==> src/rtl/iec_bus_hub.sv <==
// IEC serial-bus hub: wired-AND bus, per-line stability filters, phi2 enables and idle detect.
// Optional bus-trace FIFO enabled by defining IEC_SNOOP_EN.
module iec_bus_hub #(
    parameter int NUM_DEV    = 4,
    parameter int FILTER_LEN = 2,
    parameter int CLK_DIV    = 32,
    parameter int IDLE_CYC   = 1000
) (
    input  logic               clk32,
    input  logic               reset_n,
    input  logic               host_atn_o,
    input  logic               host_clk_o,
    input  logic               host_data_o,
    input  logic [NUM_DEV-1:0] dev_en,
    input  logic [NUM_DEV-1:0] dev_clk_o,
    input  logic [NUM_DEV-1:0] dev_data_o,
    input  logic [NUM_DEV-1:0] dev_atna,
    output logic               bus_atn,
    output logic               bus_clk,
    output logic               bus_data,
    output logic               filt_atn,
    output logic               filt_clk,
    output logic               filt_data,
    output logic               atn_fall,
    output logic               p2_r,
    output logic               p2_f,
    output logic               idle
`ifdef IEC_SNOOP_EN
    ,
    input  logic               snoop_rd,
    output logic [18:0]        snoop_q,
    output logic               snoop_empty,
    output logic               snoop_ovf
`endif
);

    localparam int              DIV_W     = (CLK_DIV > 2) ? $clog2(CLK_DIV) : 1;
    localparam logic [DIV_W-1:0] DIV_LAST = DIV_W'(CLK_DIV - 1);
    localparam logic [DIV_W-1:0] DIV_HALF = DIV_W'(CLK_DIV / 2);
    localparam logic [3:0]      FILT_LAST = 4'(FILTER_LEN - 1);
    localparam logic [15:0]     IDLE_MAX  = 16'(IDLE_CYC);

    logic [NUM_DEV-1:0] eff_clk_s;
    logic [NUM_DEV-1:0] eff_data_s;
    logic [2:0]         bus_vec_s;
    logic [2:0]         filt_r;
    logic [2:0]         filt_nx_s;
    logic [3:0]         fcnt_r  [3];
    logic [3:0]         fcnt_nx_s [3];
    logic               atn_prev_r;
    logic [DIV_W-1:0]   div_cnt_r;
    logic [15:0]        idle_cnt_r;
    logic [15:0]        idle_cnt_nx_s;
    logic               idle_nx_s;

    // Per-channel contributions; a drive answers ATN by pulling DATA when ATNA disagrees with it.
    always_comb begin
        eff_clk_s  = dev_clk_o | ~dev_en;
        eff_data_s = ~dev_en | (dev_data_o & ~(dev_atna ^ {NUM_DEV{~host_atn_o}}));
    end

    // Raw wired-AND bus register.
    always_ff @(posedge clk32 or negedge reset_n) begin
        if (!reset_n) begin
            bus_atn  <= 1'b1;
            bus_clk  <= 1'b1;
            bus_data <= 1'b1;
        end else begin
            bus_atn  <= host_atn_o;
            bus_clk  <= host_clk_o & (&eff_clk_s);
            bus_data <= host_data_o & (&eff_data_s);
        end
    end

    assign bus_vec_s = {bus_atn, bus_clk, bus_data};

    // Filter next-state: index 2=ATN, 1=CLK, 0=DATA.
    always_comb begin
        for (int i = 0; i < 3; i++) begin
            filt_nx_s[i] = filt_r[i];
            fcnt_nx_s[i] = 4'd0;
            if (bus_vec_s[i] == filt_r[i]) begin
                fcnt_nx_s[i] = 4'd0;
            end else if (fcnt_r[i] == FILT_LAST) begin
                filt_nx_s[i] = bus_vec_s[i];
                fcnt_nx_s[i] = 4'd0;
            end else begin
                fcnt_nx_s[i] = fcnt_r[i] + 4'd1;
            end
        end
    end

    // Filter state and ATN falling-edge detect.
    always_ff @(posedge clk32 or negedge reset_n) begin
        if (!reset_n) begin
            filt_r     <= 3'b111;
            atn_prev_r <= 1'b1;
            atn_fall   <= 1'b0;
            for (int i = 0; i < 3; i++) fcnt_r[i] <= 4'd0;
        end else begin
            filt_r     <= filt_nx_s;
            atn_prev_r <= filt_r[2];
            atn_fall   <= atn_prev_r & ~filt_r[2];
            for (int i = 0; i < 3; i++) fcnt_r[i] <= fcnt_nx_s[i];
        end
    end

    assign filt_atn  = filt_r[2];
    assign filt_clk  = filt_r[1];
    assign filt_data = filt_r[0];

    // Free-running phi2 divider with registered phase enables.
    always_ff @(posedge clk32 or negedge reset_n) begin
        if (!reset_n) begin
            div_cnt_r <= '0;
            p2_r      <= 1'b0;
            p2_f      <= 1'b0;
        end else begin
            p2_r      <= (div_cnt_r == '0);
            p2_f      <= (div_cnt_r == DIV_HALF);
            div_cnt_r <= (div_cnt_r == DIV_LAST) ? '0 : div_cnt_r + 1'b1;
        end
    end

    // Idle counter next-state; any filtered line low restarts the quiet interval.
    always_comb begin
        if (filt_r != 3'b111) begin
            idle_cnt_nx_s = 16'd0;
        end else if (idle_cnt_r == IDLE_MAX) begin
            idle_cnt_nx_s = idle_cnt_r;
        end else begin
            idle_cnt_nx_s = idle_cnt_r + 16'd1;
        end
        idle_nx_s = (idle_cnt_nx_s == IDLE_MAX);
    end

    // Idle counter and flag register.
    always_ff @(posedge clk32 or negedge reset_n) begin
        if (!reset_n) begin
            idle_cnt_r <= 16'd0;
            idle       <= 1'b0;
        end else begin
            idle_cnt_r <= idle_cnt_nx_s;
            idle       <= idle_nx_s;
        end
    end

`ifdef IEC_SNOOP_EN
    logic [15:0] ts_r;
    logic [18:0] fifo_r [4];
    logic [1:0]  wptr_r;
    logic [1:0]  rptr_r;
    logic [2:0]  fcount_r;
    logic        wr_s;
    logic        pop_s;
    logic        full_s;
    logic        wr_ok_s;

    always_comb begin
        wr_s    = (filt_nx_s != filt_r);
        pop_s   = snoop_rd & (fcount_r != 3'd0);
        full_s  = (fcount_r == 3'd4);
        wr_ok_s = wr_s & (~full_s | pop_s);
    end

    // Trace FIFO: the word carries the timestamp of the commit edge and the newly committed lines.
    always_ff @(posedge clk32 or negedge reset_n) begin
        if (!reset_n) begin
            ts_r      <= 16'd0;
            wptr_r    <= 2'd0;
            rptr_r    <= 2'd0;
            fcount_r  <= 3'd0;
            snoop_ovf <= 1'b0;
            for (int i = 0; i < 4; i++) fifo_r[i] <= 19'd0;
        end else begin
            ts_r <= ts_r + 16'd1;
            if (wr_ok_s) begin
                fifo_r[wptr_r] <= {ts_r, filt_nx_s};
                wptr_r         <= wptr_r + 2'd1;
            end
            if (pop_s) begin
                rptr_r <= rptr_r + 2'd1;
            end
            case ({wr_ok_s, pop_s})
                2'b10:   fcount_r <= fcount_r + 3'd1;
                2'b01:   fcount_r <= fcount_r - 3'd1;
                default: fcount_r <= fcount_r;
            endcase
            if (wr_s && full_s && !pop_s) begin
                snoop_ovf <= 1'b1;
            end
        end
    end

    assign snoop_q     = fifo_r[rptr_r];
    assign snoop_empty = (fcount_r == 3'd0);
`endif

endmodule

==> config.mk <==
export PLATFORM = sky130hd
export DESIGN_NAME = iec_bus_hub
export DESIGN_NICKNAME = d
export VERILOG_FILES = /design/src/rtl/iec_bus_hub.sv
export SDC_FILE = /design/constraint.sdc
export NUM_CORES = 1
export LEC_CHECK = 0
export BUFFER_PORTS_ARGS = -buffer_cell sky130_fd_sc_hd__buf_2
export CAP_MARGIN = 20
export CORE_ASPECT_RATIO = 2
export CORE_UTILIZATION = 64
export CTS_BUF_LIST = sky130_fd_sc_hd__clkbuf_2 sky130_fd_sc_hd__clkbuf_4 sky130_fd_sc_hd__clkbuf_8
export DETAILED_ROUTE_END_ITERATION = 7
export PLACE_DENSITY_LB_ADDON = 0.2
export RECOVER_POWER = 50
export SLEW_MARGIN = 10
export SYNTH_ARGS = -nofsm -noshare
export SYNTH_HDL_FRONTEND = slang
export SYNTH_SLANG_ARGS = --single-unit
==> constraint.sdc <==
create_clock -name clk32 -period 3.1 [get_ports clk32]
set_input_delay 0.31 -clock clk32 [delete_from_list [all_inputs] [get_ports clk32]]
set_output_delay 0.31 -clock clk32 [all_outputs]
set_load 0.05 [all_outputs]
==> impl_results.md, run 1 <==
* Peak supply drop at 0.498 mV
* Unique masters post-synth at 42
* EDFF count, synth at 0
* Yosys reg bits at 44
* Synth Flop Type: dfrtp_1
* Max incr delay on CP at 0.55 ns
* Critical path cell sequence: ha_1 -> nand4_1 -> nor4_1 -> and4_1 -> o221ai_2 -> a211oi_2
* Tcrit/Tclk final at 72.7%
* Final WL at 4610 um
* DRC viols at 0
* CTS root buf: clkbuf_8
* F_max at 444 MHz
* Synth area leader: dfrtp_1
* Met3 WL at 128 um
* # clock sinks at 44
* Top sig layer: met4
* Vias/cell at 5.64
* Worst-skew pair later-pin latency at 0.30 ns
* # IOs at 31
* CP max stage cell: nor4_1
* Commonest cells after routing, fill and taps aside: dfrtp_1, nor2_1, buf_2
* Crit path DAT at 2.47 ns
* Die H at 86.8 um
* Largest net degree at the start of global routing at 45
* Finished Layout Cells at 313
* Die width at 44.4 um
* Post-synthesis cell area at 2300 um2
* Hpwl dp at 3420 um
* Net Count, Synth at 262
* Post-layout net count at 296
* P&R area growth vs syn at 13.5%
* Row cnt at 30
* Fin. max-slew vios at 0
* Share of synthesized flip-flops with an asynchronous set or reset at 100%
* Routed WL per cell at 14.7 um
* CTS H-Tree Depth at 2
* Post-placement cell count at 303
* Critical Path Start Type: flip-flop
* Crit Path Max Fanout at 7
* Crit Path Class: flip-flop to flip-flop
* CTS tree: built
* Hold Path Class: input port to flip-flop
* Worst slew margin at 58.7%
* Pleak at 1.14 nW
* Total CTS buffers at 5
* Sequential fraction of the synthesis area at 48.3%
* Remaining global-route overflow at 0
* Critical Path Sink Type: flip-flop
* Post-DRT Antenna Nets at 0
* Vias at 1764
* PortBufs at 30
* Ys Warns at 0
* CTS max path bufs at 2
* Diodes inserted at 0
* Setup TNS at 0 ns
* P per Cell Area at 537 nW/um2
* Unrepaired setup endpoints after global routing: no
* Number of global-route vias before repair at 1736
* M1 wire length at 1720 um
* 1st-pass router iterations at 4
* Sw Pwr at 0.462 mW
* Fin crit period at 2.25 ns
* Endpoints failing setup at 0
* First-pass GRT wire length at 7440 um
* Core box area at 3420 um2
* Tot GR Track Use at 27.0%
* Final Skew at 0.00725 ns
* Initial antenna violation count at 0
* Maxcap violations at 0
* Share of layout cells above drive strength 1 at 20.0%
* Commonest non-fill, non-tap cell in the layout: dfrtp_1
* Clock power share at 27.2%
* Pint at 0.940 mW
* Combinational power share at 22.3%
* Syn Inst Count at 230
* GP Congestion at 0.899
* DR WL met2 at 2660 um
* Worst-Margin Slew at 0.614 ns
* Die area at 3850 um2
* Switching share of total power at 32.9%
* Sequential Power Share at 50.5%
* Power, Total at 1.40 mW
* Post-synth top area share at 40.3%
* Final core utilization at 76.4%
* Status: completed
* Initial Util at 67.3%
* Initial DRC count at 46
* Req. time, crit path at 3.32 ns
* Clock-pin transition on the worst setup and hold timing paths at 0.08 ns
* Final Hold Fails at 0
* Filler Cell Count at 247
* Dominant cells by area after synthesis: dfrtp_1, dfstp_2, ha_1
* Mapped Avg Cell Area at 10.0 um2
synthesized netlist by cell type, types with 3 or more instances:
cell type	n
nand2_1	19
nor2b_1	4
nor3_1	7
nand4_1	5
nand3_1	8
clkbuf_1	3
dfstp_2	7
mux2_2	3
or3_1	4
xor2_1	15
inv_1	13
nor2_1	31
nor4_1	3
a21oi_1	10
ha_1	11
o21ai_0	6
xnor2_1	12
dfrtp_1	37
or4_1	3
worst paths after layout:
path | startpoint | end | slack (ns) | depth (start not counted)
min | host_data_o | bus_data | 0.20 | 3
max reg2reg | idle_cnt_r[1] | idle | 0.85 | 6
min in group asynchronous | reset_n | atn_fall | 0.49 | 2
max in group asynchronous | reset_n | bus_data | 1.97 | 3
max | idle_cnt_r[1] | idle | 0.85 | 6
min reg2reg | filt_r[2] | atn_prev_r | 0.44 | 0
metal layers:
layer	track usage, %	vias to the layer above
li1	-	849
met1	26.8	861
met2	50.7	45
met3	4.17	9
met4	13.8	0
met5	0	-
per-stage QoR:
step                      hold slack, ns  setup slack [ns]  cell area (um2)
after floorplan                   0.0144              1.09             2300
after global placement             0.396              1.00             2480
after detailed placement           0.396             0.888             2480
after CTS                          0.166             0.867             2580
after global routing               0.198             0.590             2610
final                              0.200             0.848             2610
critical path, delay by kind of cell (launching register included):
kind,cells,cell delay [ns]
AND/OR/NAND/NOR,3,1.14
flip-flops,1,0.43
adder cells (fa/ha/maj),1,0.30
AO/OA/AOI/OAI,2,0.31
power by group through the flow:
stage	Combinational, mW	Clock (mW)	Sequential (mW)
after floorplan	0.123	0	0.808
after global placement	0.298	0	0.717
after detailed placement	0.311	0	0.719
after CTS	0.313	0.391	0.710
after global routing	0.339	0.413	0.717
final	0.312	0.382	0.707
cells by family (layout without fill, tap and decap cells):
family / after synthesis / in the layout / synth area share [%]
AO/OA/AOI/OAI: 22 / 22 / 5.93
XOR/XNOR: 27 / 27 / 10.3
adder cells (fa/ha/maj): 11 / 11 / 5.98
buffers and inverters: 19 / 54 / 3.54
flip-flops: 44 / 44 / 48.3
multiplexers: 5 / 5 / 2.34
AND/OR/NAND/NOR: 102 / 102 / 23.7
state kept, by name (all words and copies together), names as in the netlist:
register    cells
p2_r            1
idle_cnt_r     16
fcnt_r         12
div_cnt_r       5
atn_fall        1
atn_prev_r      1
bus_atn         1
bus_clk         1
filt_r          3
bus_data        1
idle            1
p2_f            1
timing repair:
action	in CTS	in global routing
buffers inserted	0	0
resized for setup	0	0
hold endpoints to repair	0	7
hold buffers	0	1
area by class of cell:
cell class              instances  area [um2]  area share, %
flip-flops and latches         44        1110           42.5
multi-input cells             167        1110           42.5
repair buffers                 33         185           7.09
clock buffers                   7        90.1           3.45
well taps                      48        60.1           2.30
inverters                      13        48.8           1.87
clock inverters                 1        7.51          0.288
No activity file was read; power rests on OpenSTA's default activity.
==> run 2, diff against run 1 <==
--- a/config.mk
+++ b/config.mk
@@ -8,7 +8,7 @@
 export BUFFER_PORTS_ARGS = -buffer_cell sky130_fd_sc_hd__buf_2
 export CAP_MARGIN = 20
 export CORE_ASPECT_RATIO = 2
-export CORE_UTILIZATION = 64
+export CORE_UTILIZATION = 59
 export CTS_BUF_LIST = sky130_fd_sc_hd__clkbuf_2 sky130_fd_sc_hd__clkbuf_4 sky130_fd_sc_hd__clkbuf_8
 export DETAILED_ROUTE_END_ITERATION = 7
 export PLACE_DENSITY_LB_ADDON = 0.2
==> constraint.sdc (replaced) <==
create_clock -name clk32 -period 2.25 [get_ports clk32]
set_input_delay 0.225 -clock clk32 [delete_from_list [all_inputs] [get_ports clk32]]
set_output_delay 0.225 -clock clk32 [all_outputs]
set_load 0.05 [all_outputs]
==> run 2 against run 1 <==
The run now ends with capacitance limit, slew limit left. Sequential cell count unchanged. Clock skew grew 0.00095 ns. Utilization down 3.5 points. Die area is 8.2% higher. Total power up 41%. Critical path depth is 2 higher. Routed wire length down 0.15%. Maximum frequency is 5.9% higher. Count of clock-buffer cells in the layout down 1. Highest routed layer unchanged.
==> impl_results.md, run 2 (synthesis gave the netlist of run 1 again) <==
* Status: complete, but fails checks (was completed)
* Failing checks: capacitance limit, slew limit
* CTS resizes at 0 (unchanged)
* Commonest non-fill, non-tap cell in the layout: dfrtp_1 (unchanged)
* Switching share of total power at 30.9% (was 32.9%)
* Clock-pin transition on the worst setup and hold timing paths at 0.08 ns (about the same)
* Worst-skew pair later-pin latency at 0.29 ns (was 0.30 ns)
* Final Hold Fails at 0 (unchanged)
* Combinational power share at 20.9% (was 22.3%)
* Hold Path Class: input port to flip-flop (unchanged)
* Share of layout cells above drive strength 1 at 21.8% (was 20.0%)
* Diodes inserted at 0 (unchanged)
* Crit Path Max Fanout at 5 (was 7)
* Initial antenna violation count at 0 (unchanged)
* DRC viols at 0 (unchanged)
* Final Skew at 0.00820 ns (was 0.00725 ns)
* Tot GR Track Use at 25.5% (was 27.0%)
* Critical Path Sink Type: flip-flop (unchanged)
* Slack of the critical path at 0.124 ns (was 0.848 ns)
* HP Start: host_data_o (unchanged)
* Crit Path Class: flip-flop to flip-flop (unchanged)
* FF-to-FF Start: idle_cnt_r[0] (was idle_cnt_r[1])
* Fin crit period at 2.13 ns (was 2.25 ns)
* Endpoints failing setup at 0 (unchanged)
* Vias/cell at 5.52 (was 5.64)
* Largest reg by FF count: idle_cnt_r (unchanged)
* # clock sinks at 44 (unchanged)
* Placed Area at 2560 um2 (was 2480 um2)
* Maxcap violations at 1 (was 0)
* # IOs at 31 (unchanged)
* Critical Path Start Type: flip-flop (unchanged)
* GP Congestion at 0.813 (was 0.899)
* CTS max path bufs at 2 (unchanged)
* F_max at 470 MHz (was 444 MHz)
* Die area at 4170 um2 (was 3850 um2)
* Initial Util at 62.4% (was 67.3%)
* Row cnt at 31 (was 30)
* First-pass GRT wire length at 7670 um (was 7440 um)
* Pleak at 1.20 nW (was 1.14 nW)
* Largest registers: idle_cnt_r: 16 flops, fcnt_r: 12 flops, div_cnt_r: 5 flops (unchanged)
* Pint at 1.37 mW (was 0.940 mW)
* Place WS at 0.167 ns (was 0.888 ns)
* Core box area at 3680 um2 (was 3420 um2)
* Die H at 90.3 um (was 86.8 um)
* Initial DRC count at 23 (was 46)
* Finished Cell Area at 2690 um2 (was 2610 um2)
* Req. time, crit path at 2.43 ns (was 3.32 ns)
* Largest net degree at the start of global routing at 31 (was 45)
* Routed WL per cell at 14.2 um (was 14.7 um)
* Commonest cells after routing, fill and taps aside: dfrtp_1, nor2_1, buf_2 (unchanged)
* Post-layout net count at 306 (was 296)
* Clock power share at 30.2% (was 27.2%)
* CTS H-Tree Depth at 2 (unchanged)
* Remaining global-route overflow at 0 (unchanged)
* Post-placement cell count at 314 (was 303)
* Sequential Power Share at 48.9% (was 50.5%)
* Worst-Margin Slew at 1.54 ns (was 0.614 ns)
* Die width at 46.1 um (was 44.4 um)
* Fin. max-slew vios at 31 (was 0)
* Setup TNS at 0 ns (unchanged)
* Total CTS buffers at 5 (unchanged)
* PortBufs at 30 (unchanged)
* Power, Total at 1.98 mW (was 1.40 mW)
* Post-DRT Antenna Nets at 0 (unchanged)
* P&R area growth vs syn at 16.8% (was 13.5%)
* Max reg flops at 16 (unchanged)
* CTS tree: built (unchanged)
* Number of global-route vias before repair at 1839 (was 1736)
* Tcrit/Tclk final at 94.5% (was 72.7%)
* P per Cell Area at 736 nW/um2 (was 537 nW/um2)
* Sw Pwr at 0.611 mW (was 0.462 mW)
* 1st-pass router iterations at 4 (unchanged)
* Crit path DAT at 2.31 ns (was 2.47 ns)
* Finished Layout Cells at 324 (was 313)
* Filler Cell Count at 278 (was 247)
* Hpwl dp at 3560 um (was 3420 um)
* Final WL at 4600 um (was 4610 um)
* Worst slew margin at -2.70% (was 58.7%)
* Vias at 1789 (was 1764)
* Peak supply drop at 0.889 mV (was 0.498 mV)
* Crit path from: idle_cnt_r[0] (was idle_cnt_r[1])
* CTS root buf: clkbuf_8 (unchanged)
==> run 2: layout make-up <==
cell class,instances,area (um2),share of cell area [%]
inverter,13,48.8,1.82
multi-input combinational,167,1110,41.3
clock inverter,2,35.0,1.30
clock buffer,6,76.3,2.84
tap,49,61.3,2.28
timing repair buffer,43,246,9.18
sequential,44,1110,41.3
==> run 2: per-layer routing <==
metal  vias up  global-route usage, %  part of all wire, %
li1        874                      -                    -
met1       849                   24.8                   36
met2        52                   46.5                   57
met3        14                   4.00                  2.7
met4         0                   13.5                  3.8
met5         -                      0                    0
==> run 2: metrics by stage <==
step / util, % / hold slack [ns]
after floorplan: - / -0.0706
after global placement: 69.5 / 0.282
after detailed placement: 69.5 / 0.282
after CTS: 72.8 / 0.0695
after global routing: 72.9 / 0.104
final: 72.9 / 0.114
==> run 2: worst paths after layout <==
check	endpoint	slack, ns	cells after the start
min	bus_data	0.11	3
min reg2reg	atn_prev_r	0.45	0
max	idle	0.12	8
min in group asynchronous	p2_f	0.84	2
max reg2reg	idle	0.12	8
max in group asynchronous	bus_atn	0.47	3
==> run 2: worst max-delay path, cell delays in order (launching register included) <==
cell	delay [ns]
dfrtp_1	0.42
inv_1	0.10
ha_1	0.14
or4b_1	0.48
nor4_4	0.36
buf_4	0.19
nor3_1	0.05
o221ai_2	0.19
a211oi_2	0.09
==> run 2: timing repair <==
action	in CTS	in global routing
buffers inserted	0	1
endpoints found under the hold margin	22	0
endpoints found under the setup margin	0	1
hold buffers	1	0
==> run 2: power groups by stage <==
stage                     Combinational [mW]  Clock, mW  Sequential, mW
after floorplan                        0.170          0            1.11
after global placement                 0.411          0           0.988
after detailed placement               0.417          0           0.991
after CTS                              0.420      0.619           0.975
after global routing                   0.450      0.652           0.979
final                                  0.413      0.597           0.968
==> run 3, diff against run 2 <==
--- a/config.mk
+++ b/config.mk
@@ -11,6 +11,7 @@
 export CORE_UTILIZATION = 59
 export CTS_BUF_LIST = sky130_fd_sc_hd__clkbuf_2 sky130_fd_sc_hd__clkbuf_4 sky130_fd_sc_hd__clkbuf_8
 export DETAILED_ROUTE_END_ITERATION = 7
+export MAX_ROUTING_LAYER = met4
 export PLACE_DENSITY_LB_ADDON = 0.2
 export RECOVER_POWER = 50
 export SLEW_MARGIN = 10
==> run 3 against run 2 <==
Count of clock-buffer cells in the layout unchanged. Sequential share of layout area stayed put. Register-to-register slack barely moved. Critical endpoint unchanged. The flow still finishes with violations (capacitance limit, slew limit). Utilization unchanged. Clock power barely moved. Highest routed layer unchanged. Global-route usage is 0.67 points higher. Critical path type unchanged.
==> impl_results.md, run 3 (synthesis gave the netlist of run 1 again) <==
* Die H at 90.3 um (unchanged)
* Finished Layout Cells at 324 (unchanged)
* Endpoints failing setup at 0 (unchanged)
* F_max at 472 MHz (was 470 MHz)
* Register Area at 1110 um2 (unchanged)
* First-pass GRT wire length at 7680 um (was 7670 um)
* Critical Path Start Type: flip-flop (unchanged)
* Post-placement cell count at 314 (unchanged)
* Fin crit period at 2.12 ns (was 2.13 ns)
* Largest net degree at the start of global routing at 31 (unchanged)
* Req. time, crit path at 2.43 ns (about the same)
* Die width at 46.1 um (unchanged)
* 1st-pass router iterations at 4 (unchanged)
* Worst slew margin at -2.69% (was -2.70%)
* Critical Path Sink Type: flip-flop (unchanged)
* Post-layout net count at 306 (unchanged)
* # clock sinks at 44 (unchanged)
* Filler Cell Count at 278 (unchanged)
* Routed WL per cell at 14.2 um (about the same)
* P per Cell Area at 736 nW/um2 (about the same)
* GP Congestion at 0.825 (was 0.813)
* Vias/cell at 5.54 (was 5.52)
* Initial Util at 62.4% (unchanged)
* Crit Path Max Fanout at 5 (unchanged)
* Core box area at 3680 um2 (unchanged)
* Max reg flops at 16 (unchanged)
* Row cnt at 31 (unchanged)
* Commonest cells after routing, fill and taps aside: dfrtp_1, nor2_1, buf_2 (unchanged)
* Total CTS buffers at 5 (unchanged)
* Final Hold Fails at 0 (unchanged)
* Worst-skew pair later-pin latency at 0.29 ns (about the same)
* P&R area growth vs syn at 16.8% (unchanged)
* CP max stage cell: or4b_1 (unchanged)
* Slack of the critical path at 0.133 ns (was 0.124 ns)
* DRC viols at 0 (unchanged)
* Largest reg by FF count: idle_cnt_r (unchanged)
* Crit path DAT at 2.30 ns (was 2.31 ns)
* Number of global-route vias before repair at 1837 (was 1839)
* Vias at 1794 (was 1789)
* Place WS at 0.167 ns (unchanged)
* Remaining global-route overflow at 0 (unchanged)
* Share of layout cells above drive strength 1 at 21.8% (unchanged)
* Commonest non-fill, non-tap cell in the layout: dfrtp_1 (unchanged)
* CTS resizes at 0 (unchanged)
* Initial antenna violation count at 0 (unchanged)
* Hpwl dp at 3560 um (unchanged)
* Final Skew at 0.00836 ns (was 0.00820 ns)
* Peak supply drop at 0.889 mV (about the same)
* Final WL at 4600 um (about the same)
* Finished Cell Area at 2690 um2 (unchanged)
* Clock-pin transition on the worst setup and hold timing paths at 0.08 ns (about the same)
* Tot GR Track Use at 26.2% (was 25.5%)
* # IOs at 31 (unchanged)
* Critical path cell sequence: inv_1 -> ha_1 -> or4b_1 -> nor4_4 -> buf_4 -> nor3_1 -> o221ai_2 -> a211oi_2 (unchanged)
* Crit Path Class: flip-flop to flip-flop (unchanged)
* Hold Path Class: input port to flip-flop (unchanged)
* Pleak at 1.20 nW (unchanged)
* Fin. max-slew vios at 31 (unchanged)
* Maxcap violations at 1 (unchanged)
* Tcrit/Tclk final at 94.1% (was 94.5%)
* Post-DRT Antenna Nets at 0 (unchanged)
* Multi-input logic area at 1110 um2 (unchanged)
* Placed Area at 2560 um2 (unchanged)
* WHS at 0.113 ns (was 0.114 ns)
* CTS max path bufs at 2 (unchanged)
* CTS root buf: clkbuf_8 (unchanged)
* Worst-Margin Slew at 1.54 ns (about the same)
* Diodes inserted at 0 (unchanged)
* CTS tree: built (unchanged)
* Status: complete, but fails checks (unchanged)
* Power, Total at 1.98 mW (about the same)
* CTS H-Tree Depth at 2 (unchanged)
* Die area at 4170 um2 (unchanged)
* Max incr delay on CP at 0.48 ns (about the same)
* PortBufs at 30 (unchanged)
* Largest registers: idle_cnt_r: 16 flops, fcnt_r: 12 flops, div_cnt_r: 5 flops (unchanged)
* Failing checks: capacitance limit, slew limit (unchanged)
* Initial DRC count at 25 (was 23)
==> run 3: area by class of cell <==
class | count | area share, %
clock inverters | 2 | 1.30
inverters | 13 | 1.82
repair buffers | 43 | 9.18
flip-flops and latches | 44 | 41.3
well taps | 49 | 2.28
clock buffers | 6 | 2.84
multi-input cells | 167 | 41.3
==> run 3: worst max-delay path, delay by kind of cell, from the launching register on <==
kind,cells,cell delay (ns)
buf+inv,2,0.29
simple gates,3,0.88
flops,1,0.42
fa+ha+maj,1,0.14
compound gates,2,0.28
==> run 3: path summary, 6_finish.rpt <==
check | endpoint | cells past startpoint | slack, ns | startpoint
setup reg to reg | idle | 8 | 0.13 | idle_cnt_r[0]
min in group asynchronous | p2_f | 2 | 0.84 | reset_n
setup / recovery | idle | 8 | 0.13 | idle_cnt_r[0]
hold / removal | bus_data | 3 | 0.11 | host_data_o
max in group asynchronous | bus_atn | 3 | 0.47 | reset_n
hold reg to reg | atn_prev_r | 0 | 0.44 | filt_r[2]
==> run 3: through the flow <==
| step | utilization [%] | setup TNS, ns |
|---|---|---|
| after floorplan | - | 0 |
| after global placement | 69.5 | 0 |
| after detailed placement | 69.5 | 0 |
| after CTS | 72.8 | 0 |
| after global routing | 72.9 | -0.0112 |
| final | 72.9 | 0 |
==> run 3: report_power, final <==
part	total [mW]	switching, mW	internal [mW]
logic	0.413	0.280	0.133
clock network	0.597	0.256	0.342
registers	0.966	0.0740	0.892
==> run 3: metal layers <==
layer | GRT usage [%] | wire length, um | vias up
met3 | 3.80 | 111 | 14
met5 | - | 0 | -
li1 | - | - | 875
met1 | 25.0 | 1670 | 856
met2 | 46.4 | 2640 | 49
met4 | 13.5 | 174 | 0
==> run 3: timing repair <==
action | in CTS | in global routing
setup endpoints to repair | 0 | 1
hold buffers | 1 | 0
setup buffers | 0 | 1
endpoints found under the hold margin | 22 | 0
